**config.mk**
```make
export PLATFORM = sky130hd
export DESIGN_NAME = inter_read_rr_flat
export DESIGN_NICKNAME = d
export VERILOG_FILES = /design/src/rtl/inter_read_rr_if.sv /design/src/rtl/inter_read_rr.sv /design/src/flat_wrapper.sv
export SDC_FILE = /design/constraint.sdc
export NUM_CORES = 1
export LEC_CHECK = 0
export BUFFER_PORTS_ARGS = -buffer_cell sky130_fd_sc_hd__buf_4
export CAP_MARGIN = 20
export CELL_PAD_IN_SITES_DETAIL_PLACEMENT = 1
export CELL_PAD_IN_SITES_GLOBAL_PLACEMENT = 2
export CORE_UTILIZATION = 14
export CTS_BUF_LIST = sky130_fd_sc_hd__clkbuf_4 sky130_fd_sc_hd__clkbuf_8
export DETAILED_ROUTE_END_ITERATION = 10
export PLACE_DENSITY = 0.87
export SETUP_SLACK_MARGIN = 0.4
export SLEW_MARGIN = 10
export SYNTH_ARGS = -nofsm -noshare
export SYNTH_HDL_FRONTEND = slang
export SYNTH_SLANG_ARGS = --single-unit
```
**constraint.sdc**
```tcl
create_clock -name clk -period 1.5 [get_ports clk]
set_input_delay 0.225 -clock clk [delete_from_list [all_inputs] [get_ports clk]]
set_output_delay 0.225 -clock clk [all_outputs]
set_load 0.005 [all_outputs]
```
**src/rtl/inter_read_rr_if.sv**
```systemverilog
// Bus bundle for the inter_read_rr read crossbar: master-side request/response
// lines and slave-side request/data lines. 'slave' is the crossbar's view.
interface inter_read_rr_if #(
    parameter int DATA_WIDTH          = 32,
    parameter int ROMASTER_ADDR_WIDTH = 11,
    parameter int SLAVE_ADDR_WIDTH    = 10,
    parameter int ROMASTERS           = 2,
    parameter int ROSLAVES            = 2
);
    logic [ROMASTERS-1:0]                     master_data_req_i;
    logic [ROMASTERS*ROMASTER_ADDR_WIDTH-1:0] master_data_addr_i;
    logic [ROMASTERS-1:0]                     master_data_gnt_o;
    logic [ROMASTERS-1:0]                     master_data_rvalid_o;
    logic [ROMASTERS*DATA_WIDTH-1:0]          master_data_rdata_o;
    logic [ROMASTERS-1:0]                     master_data_err_o;
    logic [ROSLAVES-1:0]                      slave_data_req_o;
    logic [ROSLAVES*SLAVE_ADDR_WIDTH-1:0]     slave_data_addr_o;
    logic [ROSLAVES*DATA_WIDTH-1:0]           slave_data_rdata_i;
    logic [ROSLAVES-1:0]                      slave_data_gnt_i;

    modport slave (
        input  master_data_req_i, master_data_addr_i, slave_data_rdata_i, slave_data_gnt_i,
        output master_data_gnt_o, master_data_rvalid_o, master_data_rdata_o, master_data_err_o,
        output slave_data_req_o, slave_data_addr_o
    );

    // Environment side: the fetch masters together with the memory banks.
    modport master (
        output master_data_req_i, master_data_addr_i, slave_data_rdata_i, slave_data_gnt_i,
        input  master_data_gnt_o, master_data_rvalid_o, master_data_rdata_o, master_data_err_o,
        input  slave_data_req_o, slave_data_addr_o
    );
endinterface

```
**src/rtl/inter_read_rr.sv**
```systemverilog
// Read-only crossbar: per-slave round-robin arbitration, fixed-latency response
// return to the issuing master, and decode-error responses for bad selects.
module inter_read_rr #(
    parameter int DATA_WIDTH          = 32,
    parameter int ROMASTER_ADDR_WIDTH = 11,
    parameter int SLAVE_ADDR_WIDTH    = 10,
    parameter int ROMASTERS           = 2,
    parameter int ROSLAVES            = 2,
    parameter int RD_LATENCY          = 1
) (
    input  logic          clk,
    input  logic          reset,
    inter_read_rr_if.slave bus
);
    localparam int SEL_W = (ROSLAVES > 1) ? $clog2(ROSLAVES) : 1;
    localparam int ID_W  = (ROMASTERS > 1) ? $clog2(ROMASTERS) : 1;
    localparam logic [SEL_W:0] NUM_SLAVES = (SEL_W+1)'(ROSLAVES);

    logic                        req_m    [ROMASTERS];
    logic                        bad_m    [ROMASTERS];
    logic [SEL_W-1:0]            sel_m    [ROMASTERS];
    logic [SLAVE_ADDR_WIDTH-1:0] addr_m   [ROMASTERS];
    logic                        accept_s [ROSLAVES];
    logic [ID_W-1:0]             win_s    [ROSLAVES];
    logic                        resp_v_s [ROSLAVES];
    logic [ID_W-1:0]             resp_id_s[ROSLAVES];

    genvar gi;

    // Requests are masked during reset so every combinational output reads 0.
    for (gi = 0; gi < ROMASTERS; gi++) begin : g_decode
        assign req_m[gi]  = bus.master_data_req_i[gi] & ~reset;
        assign sel_m[gi]  = bus.master_data_addr_i[gi*ROMASTER_ADDR_WIDTH + SLAVE_ADDR_WIDTH +: SEL_W];
        assign addr_m[gi] = bus.master_data_addr_i[gi*ROMASTER_ADDR_WIDTH +: SLAVE_ADDR_WIDTH];
        assign bad_m[gi]  = req_m[gi] & ({1'b0, sel_m[gi]} >= NUM_SLAVES);
    end

    for (gi = 0; gi < ROSLAVES; gi++) begin : g_slave
        localparam logic [SEL_W-1:0] SID = SEL_W'(gi);

        logic [ID_W-1:0]       ptr_reg;
        logic [ID_W-1:0]       win;
        logic [ID_W-1:0]       idx;
        logic                  found;
        logic [RD_LATENCY-1:0] pipe_v_reg;
        logic [ID_W-1:0]       pipe_id_reg [RD_LATENCY];

        // Scan masters starting just after the last winner, wrapping around.
        always_comb begin
            found = 1'b0;
            win   = '0;
            idx   = '0;
            for (int k = 1; k <= ROMASTERS; k++) begin
                idx = ID_W'((int'(ptr_reg) + k) % ROMASTERS);
                if (!found && req_m[idx] && (sel_m[idx] == SID)) begin
                    found = 1'b1;
                    win   = idx;
                end
            end
        end

        assign accept_s[gi] = found & bus.slave_data_gnt_i[gi];
        assign win_s[gi]    = win;
        assign bus.slave_data_req_o[gi] = found;
        assign bus.slave_data_addr_o[gi*SLAVE_ADDR_WIDTH +: SLAVE_ADDR_WIDTH] =
            found ? addr_m[win] : '0;

        // Pointer moves only on a completed handshake; a stalled slave re-arbitrates.
        always_ff @(posedge clk or posedge reset) begin
            if (reset) begin
                ptr_reg    <= ID_W'(ROMASTERS - 1);
                pipe_v_reg <= '0;
                for (int i = 0; i < RD_LATENCY; i++) begin
                    pipe_id_reg[i] <= '0;
                end
            end else begin
                if (accept_s[gi]) begin
                    ptr_reg <= win;
                end
                pipe_v_reg[0]  <= accept_s[gi];
                pipe_id_reg[0] <= win;
                for (int i = 1; i < RD_LATENCY; i++) begin
                    pipe_v_reg[i]  <= pipe_v_reg[i-1];
                    pipe_id_reg[i] <= pipe_id_reg[i-1];
                end
            end
        end

        assign resp_v_s[gi]  = pipe_v_reg[RD_LATENCY-1];
        assign resp_id_s[gi] = pipe_id_reg[RD_LATENCY-1];
    end

    for (gi = 0; gi < ROMASTERS; gi++) begin : g_master
        logic [RD_LATENCY-1:0] err_pipe_reg;
        logic                  gnt;
        logic                  rvalid;
        logic                  err;
        logic [DATA_WIDTH-1:0] rdata;

        // Bad selects bypass the slaves but take the same latency as real reads.
        always_ff @(posedge clk or posedge reset) begin
            if (reset) begin
                err_pipe_reg <= '0;
            end else begin
                err_pipe_reg[0] <= bad_m[gi];
                for (int i = 1; i < RD_LATENCY; i++) begin
                    err_pipe_reg[i] <= err_pipe_reg[i-1];
                end
            end
        end

        always_comb begin
            gnt    = bad_m[gi];
            rvalid = err_pipe_reg[RD_LATENCY-1];
            err    = err_pipe_reg[RD_LATENCY-1];
            rdata  = '0;
            for (int s = 0; s < ROSLAVES; s++) begin
                if (accept_s[s] && (win_s[s] == ID_W'(gi))) begin
                    gnt = 1'b1;
                end
                if (resp_v_s[s] && (resp_id_s[s] == ID_W'(gi))) begin
                    rvalid = 1'b1;
                    rdata  = bus.slave_data_rdata_i[s*DATA_WIDTH +: DATA_WIDTH];
                end
            end
        end

        assign bus.master_data_gnt_o[gi]    = gnt;
        assign bus.master_data_rvalid_o[gi] = rvalid;
        assign bus.master_data_err_o[gi]    = err;
        assign bus.master_data_rdata_o[gi*DATA_WIDTH +: DATA_WIDTH] = rdata;
    end
endmodule

```
**src/flat_wrapper.sv**
```systemverilog
// flat-port wrapper written by rule: the top's interface ports become plain ports
module inter_read_rr_flat 
#(
    parameter int DATA_WIDTH          = 32,
    parameter int ROMASTER_ADDR_WIDTH = 11,
    parameter int SLAVE_ADDR_WIDTH    = 10,
    parameter int ROMASTERS           = 2,
    parameter int ROSLAVES            = 2,
    parameter int RD_LATENCY          = 1
)
  (clk, reset, bus_master_data_req_i, bus_master_data_addr_i, bus_slave_data_rdata_i, bus_slave_data_gnt_i, bus_master_data_gnt_o, bus_master_data_rvalid_o, bus_master_data_rdata_o, bus_master_data_err_o, bus_slave_data_req_o, bus_slave_data_addr_o);
  inter_read_rr_if #(.DATA_WIDTH(DATA_WIDTH), .ROMASTER_ADDR_WIDTH(ROMASTER_ADDR_WIDTH), .SLAVE_ADDR_WIDTH(SLAVE_ADDR_WIDTH), .ROMASTERS(ROMASTERS), .ROSLAVES(ROSLAVES)) bus_i ();
  input  logic clk;
  input  logic reset;
  input wire logic [$bits(bus_i.master_data_req_i)-1:0] bus_master_data_req_i;
  input wire logic [$bits(bus_i.master_data_addr_i)-1:0] bus_master_data_addr_i;
  input wire logic [$bits(bus_i.slave_data_rdata_i)-1:0] bus_slave_data_rdata_i;
  input wire logic [$bits(bus_i.slave_data_gnt_i)-1:0] bus_slave_data_gnt_i;
  output wire logic [$bits(bus_i.master_data_gnt_o)-1:0] bus_master_data_gnt_o;
  output wire logic [$bits(bus_i.master_data_rvalid_o)-1:0] bus_master_data_rvalid_o;
  output wire logic [$bits(bus_i.master_data_rdata_o)-1:0] bus_master_data_rdata_o;
  output wire logic [$bits(bus_i.master_data_err_o)-1:0] bus_master_data_err_o;
  output wire logic [$bits(bus_i.slave_data_req_o)-1:0] bus_slave_data_req_o;
  output wire logic [$bits(bus_i.slave_data_addr_o)-1:0] bus_slave_data_addr_o;
  assign bus_i.master_data_req_i = bus_master_data_req_i;
  assign bus_i.master_data_addr_i = bus_master_data_addr_i;
  assign bus_i.slave_data_rdata_i = bus_slave_data_rdata_i;
  assign bus_i.slave_data_gnt_i = bus_slave_data_gnt_i;
  assign bus_master_data_gnt_o = bus_i.master_data_gnt_o;
  assign bus_master_data_rvalid_o = bus_i.master_data_rvalid_o;
  assign bus_master_data_rdata_o = bus_i.master_data_rdata_o;
  assign bus_master_data_err_o = bus_i.master_data_err_o;
  assign bus_slave_data_req_o = bus_i.slave_data_req_o;
  assign bus_slave_data_addr_o = bus_i.slave_data_addr_o;
  inter_read_rr #(.DATA_WIDTH(DATA_WIDTH), .ROMASTER_ADDR_WIDTH(ROMASTER_ADDR_WIDTH), .SLAVE_ADDR_WIDTH(SLAVE_ADDR_WIDTH), .ROMASTERS(ROMASTERS), .ROSLAVES(ROSLAVES), .RD_LATENCY(RD_LATENCY)) u_core (.clk(clk), .reset(reset), .bus(bus_i));
endmodule
```
==> results.ini, run 1 <==
[run_status]
status=finished with violations
failed_checks=negative setup slack

[timing]
final.min_clock_period_ns=1.67
rsz0062_at_grt=true
drv_slew=0
finalSetupTns_ns=-8.71
finalSetupViolations=86
whs_ns=0.222
finClkSkew_ns=0.00417
worst_slack_ns=-0.168
finalHoldViolCount=0
finalCritPeriodShare_pct=111
fmax_ghz=0.599

[route]
vias_per_cell=4.63
drc=0
routed_wl_um=9050
dr.pass1.iters=4
antenna_left=0
drt_iter0_drc=57
detail_route.wl_per_cell_um=17.6
vias=2383

[synthesis]
synth_top_cell_by_area=a22o_1
syn_area_um2=1470
synth.avg_cell_area_um2=7.33
synth_warnings=0
yosys-top-cells-area=a22o_1 (40%), o21ai_1 (9.6%), buf_4 (8.2%), dfrtp_1 (6.8%), nand3_1 (6.8%)
synth_edf_count=0
yosys_register_bits=6
synth_flop_cell=dfrtp_1
ys_seq_area_share_pct=10.4
synth-async-reset-ratio_pct=100
yosysUniqueCellTypes=26
synth.top_cell.area_share_pct=40.0
syn_inst=200

[die]
pin_count=184
dieArea_um2=10900
chipWidth_um=104
fp.coreArea_um2=9950
row_count=36
start_util_pct=14.7
die_y_um=104

[critical_path]
crit_path_max_fanout=14
critPathMaxStageDelay_ns=0.53
crit_buf_inv=1
arrival_ns=1.44
cp_cell_sequence=nand3b_1 > and2_4 > a22o_1 > buf_4
slowest_stage=dfstp_2
cp_top_family=flip-flops
required_ns=1.27
start_kind=flip-flop
path_class=flip-flop to primary output
end_kind=primary output

[clock_tree]
htreeDepth=1
tritoncts=done
numCtsBuffers=3
clock_latency_ns=0.22
cts-root-buf=clkbuf_8
clkSinkCount=6
clockBufferDepth=2
path_clk_slew_ns=0.04

[power_and_ir_drop]
p_leak_nw=1.68
p_per_area_nw_per_um2=346
ir_drop_mv=0.179

[global_routing]
grt_max_degree=34
overflow=0
grt_pass1_vias=2491
track_usage_pct=15.6
antenna_found_initial=0
grt_pass1_wl_um=13700

[layout]
post_route_cells_drive_above_1_share_pct=64.9
fin_cells=515
antenna_cells=0
area_delta_synth_final_pct=130
nets=476

[place]
dp_cells=501
hpwl_um=6870
place.gp.congestion=0.799
portBuffers=181

[min_path]
hold_class=input pin to async pin

[run]
drv_cap=0

[stage by stage]
stage / power [W] / util (%) / worst slack (ns) / instance area [um2]
6_report: 0.00117 / 33.9 / -0.168 / 3380
5_1_grt: 0.00124 / 33.9 / -0.217 / 3380
4_1_cts: 0.00115 / 32.6 / -0.163 / 3240
3_5_place_dp: 0.000865 / 30.5 / -0.0239 / 3040
3_3_place_gp: 0.000854 / 30.5 / 0.00922 / 3040
2_1_floorplan: 0.000467 / - / 0.197 / 1630
[cell usage after synthesis, types with 2 or more instances]
cell       instances
o21ai_1           28
buf_4             16
nand3_1           20
and2_1             3
a22o_1            67
and3_1             2
inv_2              2
inv_1              2
o2bb2ai_1          2
nand2_1           11
dfrtp_1            4
nor2_4             2
nand2b_1           3
buf_2             13
nor2b_1           12
o211ai_1           2
dfstp_2            2
[cell type report]
cell class | instances | area, um2
well taps | 133 | 166
flip-flops and latches | 6 | 153
clock buffers | 3 | 41.3
fillers | 1221 | 6580
multi-input cells | 159 | 1250
inverters | 4 | 25.0
repair buffers | 210 | 1740
[worst min-delay path: stages]
cell	delay [ns]
buf_4	0.12
buf_4	0.18
inv_4	0.09
buf_4	0.16
[final timing paths]
check / cells past startpoint / endpoint / slack, ns / start
min: 4 / u_core.g_slave[1].pipe_v_reg / 0.22 / reset
max: 4 / bus_master_data_gnt_o[1] / -0.17 / u_core.g_slave[0].ptr_reg
max in group asynchronous: 4 / u_core.g_slave[1].ptr_reg / 1.07 / reset
min reg2reg: 2 / u_core.g_slave[1].ptr_reg / 0.50 / u_core.g_slave[1].ptr_reg
min in group clk: 2 / u_core.g_slave[0].ptr_reg / 0.27 / bus_slave_data_gnt_i[0]
max reg2reg: 3 / u_core.g_slave[0].ptr_reg / 0.32 / u_core.g_slave[0].ptr_reg
[power by group]
| part | total, W | switching, W | internal (W) | leakage (nW) |
|---|---|---|---|---|
| sequential | 0.000197 | 0.0000116 | 0.000186 | 0.0750 |
| clock | 0.000243 | 0.0000703 | 0.000172 | 0.0216 |
| combinational | 0.000727 | 0.000302 | 0.000425 | 1.58 |
[timing repair]
item                       in CTS  in global routing
hold buffers                    0                  0
cloned                          3                  2
resized for setup              23                 23
buffers inserted                5                  1
setup endpoints to repair      92                 93
pin swaps                       4                  3
[placed cells by master (no fill, tap or decap), types with 2 or more instances in the layout]
cell and n:
buf_4 187, a22o_1 66, nand3_1 17, buf_6 15, o21ai_1 14, o21ai_2 13, nand2_1 10, nor2b_1 9
dfrtp_1 4, and2_4 3, clkbuf_8 3, buf_12 3, nor2b_4 2, o211ai_1 2, nand3_2 2, nor2_4 2
inv_1 2, nand2b_4 2, conb_1 2, buf_16 2, buf_8 2, dfstp_2 2
[per-layer routing]
| metal | vias up | wire, um | track usage, % |
|---|---|---|---|
| met3 | 2 | 747 | 3.01 |
| li1 | 1133 | - | - |
| met5 | - | 0 | 0 |
| met2 | 133 | 4770 | 29.2 |
| met4 | 0 | 34 | 2.96 |
| met1 | 1115 | 3490 | 18.1 |
[logic make-up (layout without fill, tap and decap cells)]
group	Yosys count	in the layout	synth area share, %
compound gates	101	101	53.0
simple gates	56	56	21.3
buf+inv	36	217	15.0
flops	6	6	10.4
other cells	1	2	0.256
No activity file was read; power rests on OpenSTA's default activity.
==> run 2, diff against run 1 <==
ABC_AREA = 1   (was default)
CORE_UTILIZATION = 13   (was 14)
PLACE_DENSITY = 0.89   (was 0.87)
SETUP_SLACK_MARGIN = 0.5   (was 0.4)
==> run 2 against run 1 <==
  * Via count up 16%
  * Combinational power up 35%
  * Wire length up 16%
  * Cell area up 32%
  * The run still ends with negative setup slack left
  * Clock power up 15%
  * Utilization up 6.4 points
  * Hold slack worse by 0.21 ns
  * Worst setup slack worse by 0.039 ns
  * Highest routed layer unchanged
  * Critical path type unchanged
  * Sequential cell count unchanged
  * Critical path depth up 3
  * Cell count up 24%
  * Area after synthesis up 2.6%
==> results.ini, run 2 <==
[timing]
rsz0062_at_grt=true
finalCritPeriodShare_pct=114  ; +2.6 points
fmax_ghz=0.586  ; -2.3%
finalSetupTns_ns=-9.98  ; -1.27 ns
worst_slack_ns=-0.207  ; -0.0385 ns
final.min_clock_period_ns=1.71  ; +0.0385 ns
finClkSkew_ns=0.00210  ; -0.00207 ns
finalHoldViolCount=0  ; unchanged
drv_slew=0  ; unchanged
finalSetupViolations=87  ; +1.2%

[critical_path]
required_ns=1.27  ; about the same
crit_path_max_fanout=9  ; -5
start_kind=flip-flop
path_class=flip-flop to primary output
end_kind=primary output
arrival_ns=1.48  ; +0.04 ns

[place]
dp_cells=605  ; +21%
portBuffers=181  ; unchanged
hpwl_um=7110  ; +3.5%
place.gp.congestion=0.774  ; -3.2%
dp_slack_ns=0.0239  ; +0.0479 ns

[layout]
fillers=1315  ; +7.7%
mostFrequentLayoutCell=buf_4
fin_cells=640  ; +24%
area_delta_synth_final_pct=197
antenna_cells=0  ; unchanged
final_cell_mix=buf_4 (167), inv_1 (78), nand2_1 (42), o22ai_2 (42), buf_6 (40)
nets=593  ; +25%
post_route_cells_drive_above_1_share_pct=67.4  ; +2.5 points
fin_util_pct=40.4  ; +6.4 points

[run_status]
status=finished with violations
failed_checks=negative setup slack

[route]
vias=2773  ; +16%
routed_wl_um=10500  ; +16%
drt_iter0_drc=69  ; +21%
vias_per_cell=4.33  ; -6.4%
dr.pass1.iters=4  ; unchanged
antenna_left=0  ; unchanged
drc=0  ; unchanged
detail_route.wl_per_cell_um=16.4  ; -6.6%

[synthesis]
synth_edf_count=0  ; unchanged
synth_top_cell_by_area=o22ai_1
synth.avg_cell_area_um2=5.14  ; -30%
synth.top_cell.area_share_pct=26.6  ; -13 points
yosys-top-cells-area=o22ai_1 (27%), inv_1 (21%), nand2_1 (13%), nor2_1 (10%), dfrtp_1 (6.7%)
synth-async-reset-ratio_pct=100  ; unchanged
yosys_register_bits=6  ; unchanged
synth_common_cells=inv_1 (83), o22ai_1 (64), nand2_1 (53)
synth_flop_cell=dfrtp_1
ys_seq_area_share_pct=10.1  ; -0.27 points
yosysUniqueCellTypes=21  ; -19%
syn_area_um2=1510  ; +2.6%
synth_warnings=0  ; unchanged
syn_inst=293  ; +47%
yosysMostFrequentCell=inv_1

[power_and_ir_drop]
p_leak_nw=2.39  ; +42%
ir_drop_mv=0.238  ; +33%
pwr-share-clk_pct=19.2  ; -1.6 points
power_frac_comb_pct=67.6  ; +5.3 points
intPower_w=0.000917  ; +17%
p_per_area_nw_per_um2=324  ; -6.2%
switchingPower_w=0.000532  ; +39%
seqPwrFrac_pct=13.1  ; -3.8 points
sw_frac_of_total_pct=36.7  ; +3.8 points

[global_routing]
grt_pass1_vias=2778  ; +12%
antenna_found_initial=0  ; unchanged
track_usage_pct=16.0  ; +0.48 points
grt_pass1_wl_um=14800  ; +7.9%
grt_max_degree=23  ; -32%
overflow=0  ; unchanged

[run]
drv_cap=0  ; unchanged

[die]
row_count=38  ; +5.6%
chipWidth_um=110  ; +5.0%
start_util_pct=13.6  ; -1.1 points
dieArea_um2=12000  ; +10%
pin_count=184  ; unchanged
fp.coreArea_um2=11100  ; +11%
die_y_um=110  ; +5.0%

[clock_tree]
cts-root-buf=clkbuf_8
clock_latency_ns=0.23  ; about the same
clkSinkCount=6  ; unchanged
numCtsBuffers=3  ; unchanged
htreeDepth=1  ; unchanged
clockBufferDepth=2  ; unchanged
tritoncts=done
path_clk_slew_ns=0.04  ; about the same

[min_path]
hold_class=input pin to async pin

## run 2: area by class of cell
type                            instances  area [um2]  share of cell area, %
Timing Repair Buffer                  228        2180                   48.8
Multi-Input combinational cell        176        1570                   35.2
Inverter                               86         340                   7.61
Tap cell                              140         175                   3.92
Sequential cell                         6         153                   3.41
Clock buffer                            4        48.8                   1.09
## run 2: cell families after synthesis
group	count (synthesis)	share of synthesized area [%]
buffers and inverters	112	32.8
flip-flops	6	10.1
AO/OA/AOI/OAI	69	28.5
other	1	0.249
AND/OR/NAND/NOR	105	28.3
## run 2: power by group through the flow
stage	Combinational, W	Clock, W	Sequential [W]
2_1_floorplan	0.000352	0	0.000189
4_1_cts	0.000898	0.000285	0.000189
3_5_place_dp	0.000746	0	0.000190
6_report	0.000980	0.000279	0.000190
3_3_place_gp	0.000727	0	0.000190
5_1_grt	0.00105	0.000302	0.000191
## run 2: worst paths after layout
check | start | end | slack, ns | cells after the start
min | reset | u_core.g_slave[0].ptr_reg | 0.01 | 2
max | u_core.g_slave[1].ptr_reg | bus_slave_data_addr_o[11] | -0.21 | 7
min in group clk | bus_slave_data_gnt_i[1] | u_core.g_slave[1].pipe_v_reg | 0.30 | 3
min reg2reg | u_core.g_slave[1].ptr_reg | u_core.g_slave[1].ptr_reg | 0.50 | 2
max in group asynchronous | reset | u_core.g_slave[0].pipe_v_reg | 0.88 | 4
max reg2reg | u_core.g_slave[1].ptr_reg | u_core.g_slave[1].ptr_reg | -0.03 | 11
## run 2: routing by layer
layer / track usage, % / up-vias / wire length [um] / share of wire (%)
met4: 4.76 / 0 / 154 / 1.5
met3: 2.90 / 12 / 869 / 8.3
met2: 32.4 / 140 / 5670 / 54
met1: 16.4 / 1293 / 3810 / 36
li1: - / 1328 / - / -
met5: 0 / - / 0 / 0
## run 2: stage by stage
step	area, um2	total power, W	hold WS, ns
6_report	4470	0.00145	0.0133
3_5_place_dp	3490	0.000936	0.132
3_3_place_gp	3490	0.000917	0.131
2_1_floorplan	2010	0.000541	-0.0305
4_1_cts	4140	0.00137	0.0250
5_1_grt	4470	0.00155	0.0107
## run 2: repair_timing
item                                    4_1_cts  5_1_grt
hold endpoints to repair                      4        0
gates cloned                                  8        2
buffers inserted                             17        3
hold buffers                                  1        0
gates resized for setup                      66       54
endpoints found under the setup margin       93       94
pin swaps                                    11        6
## run 2: critical path: stages (launching register included)
cell	delay [ns]
dfstp_2	0.52
nand4_1	0.12
nand2_4	0.16
clkbuf_16	0.17
nand2_1	0.05
nand2_1	0.06
nor2_1	0.04
buf_4	0.13
